===== src/rtl/inverter_unit_if.sv =====
// inverter_unit_if: data, enable and status signals of the inverter cell
interface inverter_unit_if #(
  parameter int WIDTH = 1,
  parameter int CNT_W = 8
);
  logic [WIDTH-1:0] a;
  logic [WIDTH-1:0] b;
  logic [WIDTH-1:0] b_q;
  logic en;
  logic b_valid;
  logic a_changed;
  logic [CNT_W-1:0] toggle_cnt;
  modport master (output a, en, input b, b_q, b_valid, a_changed, toggle_cnt);
  modport slave (input a, en, output b, b_q, b_valid, a_changed, toggle_cnt);
endinterface


===== src/rtl/inverter_unit.sv =====
// inverter_unit: combinational and registered bitwise inverter with input-change monitor
module inverter_unit #(
  parameter int WIDTH = 1,
  parameter int CNT_W = 8
) (
  input logic clk,
  input logic rst_n,
  inverter_unit_if.slave bus
);
  logic [WIDTH-1:0] bq_q, bq_d, a_prev_q;
  logic valid_q, valid_d, chg_q, chg_d;
  logic [CNT_W-1:0] cnt_q, cnt_d;
  always_comb begin
    chg_d = bus.a != a_prev_q;
    bq_d = bus.en ? ~bus.a : bq_q;
    valid_d = bus.en | valid_q;
    cnt_d = (chg_d && cnt_q != '1) ? cnt_q + CNT_W'(1) : cnt_q;
  end
  always_ff @(posedge clk) begin
    if (!rst_n) begin
      bq_q <= '1;
      valid_q <= 1'b0;
      a_prev_q <= '0;
      chg_q <= 1'b0;
      cnt_q <= '0;
    end else begin
      bq_q <= bq_d;
      valid_q <= valid_d;
      a_prev_q <= bus.a;
      chg_q <= chg_d;
      cnt_q <= cnt_d;
    end
  end
  assign bus.b = ~bus.a;
  assign bus.b_q = bq_q;
  assign bus.b_valid = valid_q;
  assign bus.a_changed = chg_q;
  assign bus.toggle_cnt = cnt_q;
endmodule


===== src/flat_wrapper.sv =====
// flat-port wrapper written by rule: the top's interface ports become plain ports
module inverter_unit_flat 
#(
  parameter int WIDTH = 1,
  parameter int CNT_W = 8
)
  (clk, rst_n, bus_a, bus_en, bus_b, bus_b_q, bus_b_valid, bus_a_changed, bus_toggle_cnt);
  inverter_unit_if #(.WIDTH(WIDTH), .CNT_W(CNT_W)) bus_i ();
  input logic clk;
  input logic rst_n;
  input wire logic [$bits(bus_i.a)-1:0] bus_a;
  input wire logic [$bits(bus_i.en)-1:0] bus_en;
  output wire logic [$bits(bus_i.b)-1:0] bus_b;
  output wire logic [$bits(bus_i.b_q)-1:0] bus_b_q;
  output wire logic [$bits(bus_i.b_valid)-1:0] bus_b_valid;
  output wire logic [$bits(bus_i.a_changed)-1:0] bus_a_changed;
  output wire logic [$bits(bus_i.toggle_cnt)-1:0] bus_toggle_cnt;
  assign bus_i.a = bus_a;
  assign bus_i.en = bus_en;
  assign bus_b = bus_i.b;
  assign bus_b_q = bus_i.b_q;
  assign bus_b_valid = bus_i.b_valid;
  assign bus_a_changed = bus_i.a_changed;
  assign bus_toggle_cnt = bus_i.toggle_cnt;
  inverter_unit #(.WIDTH(WIDTH), .CNT_W(CNT_W)) u_core (.clk(clk), .rst_n(rst_n), .bus(bus_i));
endmodule

===== config.mk =====
export PLATFORM = sky130hd
export DESIGN_NAME = inverter_unit_flat
export DESIGN_NICKNAME = d
export VERILOG_FILES = /design/src/rtl/inverter_unit_if.sv /design/src/rtl/inverter_unit.sv /design/src/flat_wrapper.sv
export SDC_FILE = /design/constraint.sdc
export NUM_CORES = 1
export LEC_CHECK = 0
export BUFFER_PORTS_ARGS = -buffer_cell sky130_fd_sc_hd__buf_4
export CAP_MARGIN = 20
export CORE_AREA = 2 2 39 41
export DETAILED_ROUTE_END_ITERATION = 16
export DIE_AREA = 0 0 41 43
export GPL_TIMING_DRIVEN = 0
export MAX_ROUTING_LAYER = met4
export PLACE_DENSITY = 0.74
export REMOVE_ABC_BUFFERS = 1
export SYNTH_ARGS = -nofsm -noshare
export SYNTH_HDL_FRONTEND = slang
export SYNTH_SLANG_ARGS = --single-unit

===== constraint.sdc =====
create_clock -name clk -period 1.7 [get_ports clk]
set_input_delay 0.085 -clock clk [delete_from_list [all_inputs] [get_ports clk]]
set_output_delay 0.085 -clock clk [all_outputs]
set_load 0.02 [all_outputs]

==> flow_summary.yaml <==
clocking:
  insertion_delay_ns: 0.27
  cts_tree: "yes"
  clkTransAtPathRegs_ns: 0.08
  cts_made_buffers: 3
  cts_setup_buffers: 0
  cts.hold.buffers_added: 0
  htreeDepth: 1
  cts_buffer_depth: 2
  cts_root_buffer: "clkbuf_4"
  ctsResizeCount: 0
  cts.sinks: 12
sta:
  slew_viol_final: 0
  grt_setup_unrepaired: "true"
  period_needed_ns: 1.60
  tightest_slew_ns: 0.380
  hold_ws_ns: 0.0356
  fin_crit_sh: 0.940
  hold_violations: 0
  setup_violations: 0
  clock.fmax_ghz: 0.626
  slew_headroom: 0.747
  finClkSkew_ns: 0.00490
  tns_ns: 0
setup_path:
  cp_top_family: "simple AND/OR/NAND/NOR gates"
  crit_type: "reg2reg"
  crit_chain: "xor2_2, nand3_2, or4b_1, o211a_1"
  startpoint: "u_core.a_prev_q$_SDFF_PN0_"
  cp-end-kind: "register"
  worstPathArrival_ns: 1.77
  worstRegToRegCells: 4
  cp-start-kind: "register"
  slowest_delay_ns: 0.52
  cp.required_ns: 1.87
  r2r_start: "u_core.a_prev_q$_SDFF_PN0_"
  crit_buf_inv: 0
  cp.depth: 4
  slowest_stage: "or4b_1"
  crit_fanout: 7
global_routing:
  gr-total-overflow: 0
  grt_antenna_before_repair: 0
  busiest_layer: "met2"
  use_met3: 0.0576
  grt_use_met2: 0.206
  grt_max_degree: 9
  grt_pass1_vias: 456
  grt_util_met1: 0.195
  track_usage: 0.163
  grt_pass1_wl_mm: 1.86
detailed_routing:
  num_vias: 495
  ant_nets: 0
  vias_per_cell: 5.32
  route.detailed.drc: 0
  drt-initial-drc-count: 6
  post_drt_wl_per_cell_microns: 12.7
  drt_first_pass_iters: 4
  drt-total-wl_mm: 1.18
floorplan:
  core.rowCount: 14
  fp.dieH_microns: 43
  die-area_sq_um: 1760
  core_sq_um: 1380
  pin_count: 16
  start_util: 0.368
  dieWidth_microns: 41
status:
  status: "completed"
yosys:
  synthCells: 58
  yosysWarnings: 0
  async_flop_share: 0
  seq_area_frac_synth: 0.472
  syn_area_sq_um: 509
  synth-edff-count: 0
  ys_types: 21
  syn_avg_cell_area_sq_um: 8.78
  ys.flop_type: "dfxtp_1"
  synth.ff_latch_count: 12
pwr:
  total_power_uw: 615
  cellPowerDensity_nw_per_um2: 900
  p_leak_nw: 0.298
  max-vdd-ir-drop_v: 0.000330
min_path:
  min_from: "rst_n"
  min_path_cells: 2
  hold_path_class: "in2reg"
job:
  drv_cap: 0
place:
  dp_hpwl_microns: 823
  io_buffers: 15
  gp_congestion: 0.826
final_layout:
  final_nets: 83
  drive_above_1_share: 0.312
  diodes: 0
  area_growth_pct: 34.2
-- layer usage --
| metal | wire length [microns] | vias up |
|---|---|---|
| met5 | 0 | - |
| met4 | 35 | 0 |
| met3 | 81 | 4 |
| met2 | 550 | 25 |
| met1 | 513 | 222 |
| li1 | - | 244 |
-- metrics by stage --
| stage | util | setup slack (ns) | area [sq um] | instances |
|---|---|---|---|---|
| floorplan | - | 0.0985 | 509 | 58 |
| global placement | 0.464 | 0.149 | 642 | 89 |
| detailed placement | 0.464 | 0.108 | 642 | 89 |
| CTS | 0.490 | 0.0278 | 678 | 93 |
| global route | 0.494 | -0.00251 | 683 | 93 |
| finish | 0.494 | 0.103 | 683 | 93 |
-- logic make-up after synthesis --
| logic type | share of synthesized area |
|---|---|
| and+or+nand+nor | 0.275 |
| adders and majority gates | 0.0246 |
| AOI/OAI and AO/OA | 0.145 |
| DFF | 0.472 |
| buffers and inverters | 0.0147 |
| muxes | 0.0197 |
| xor gates and xnor gates | 0.0492 |
-- worst paths after layout --
kind                                                end  slack, ns
setup / recovery  u_core.bus.toggle_cnt[6]$_SDFFE_PN0P_       0.10
hold / removal              u_core.bus.b_q$_SDFFE_PN1P_       0.04
setup reg to reg  u_core.bus.toggle_cnt[6]$_SDFFE_PN0P_       0.10
hold reg to reg             u_core.bus.b_q$_SDFFE_PN1P_       0.49
-- state kept, by name (all words and copies together), names as in the netlist --
register / flops
u_core.a_prev_q: 1
u_core.bus.a_changed: 1
u_core.bus.b_q: 1
u_core.bus.b_valid: 1
u_core.bus.toggle_cnt: 8
-- where the power goes --
part / internal, mW / switching (mW) / total [mW]
Clock: 0.130 / 0.0948 / 0.225
Combinational: 0.0347 / 0.0476 / 0.0823
Sequential: 0.295 / 0.0131 / 0.308
-- area by class of cell --
cell class,count,area (sq um)
inverters,2,7.51
well taps,16,20.0
clock buffers,4,36.3
flip-flops and latches,12,240
fillers,142,701
multi-input cells,44,267
repair buffers,15,113
-- synth_stat cells, types with 2 or more instances --
cell type  count  area, sq um
o21ai_0        4         20.0
a31oi_1        2         12.5
nand3_1        3         15.0
nand2_1        7         26.3
nor2_1         9         33.8
a21oi_1        3         15.0
dfxtp_1       12          240
nor3_1         3         15.0
nand4_1        2         12.5
inv_1          2         7.51
-- cell usage in the layout, fill, tap and decap left out, types with 2 or more instances in the layout --
cell type  Yosys  routed
nor3_1         3       3
clkbuf_4       0       3
nand4_1        2       2
inv_1          2       2
buf_4          0      15
dfxtp_1       12      12
a31oi_1        2       2
nor2_1         9       9
o21ai_0        4       4
nand3_1        3       3
nand2_1        7       7
a21oi_1        3       3
(Power assumes the default switching activity.)
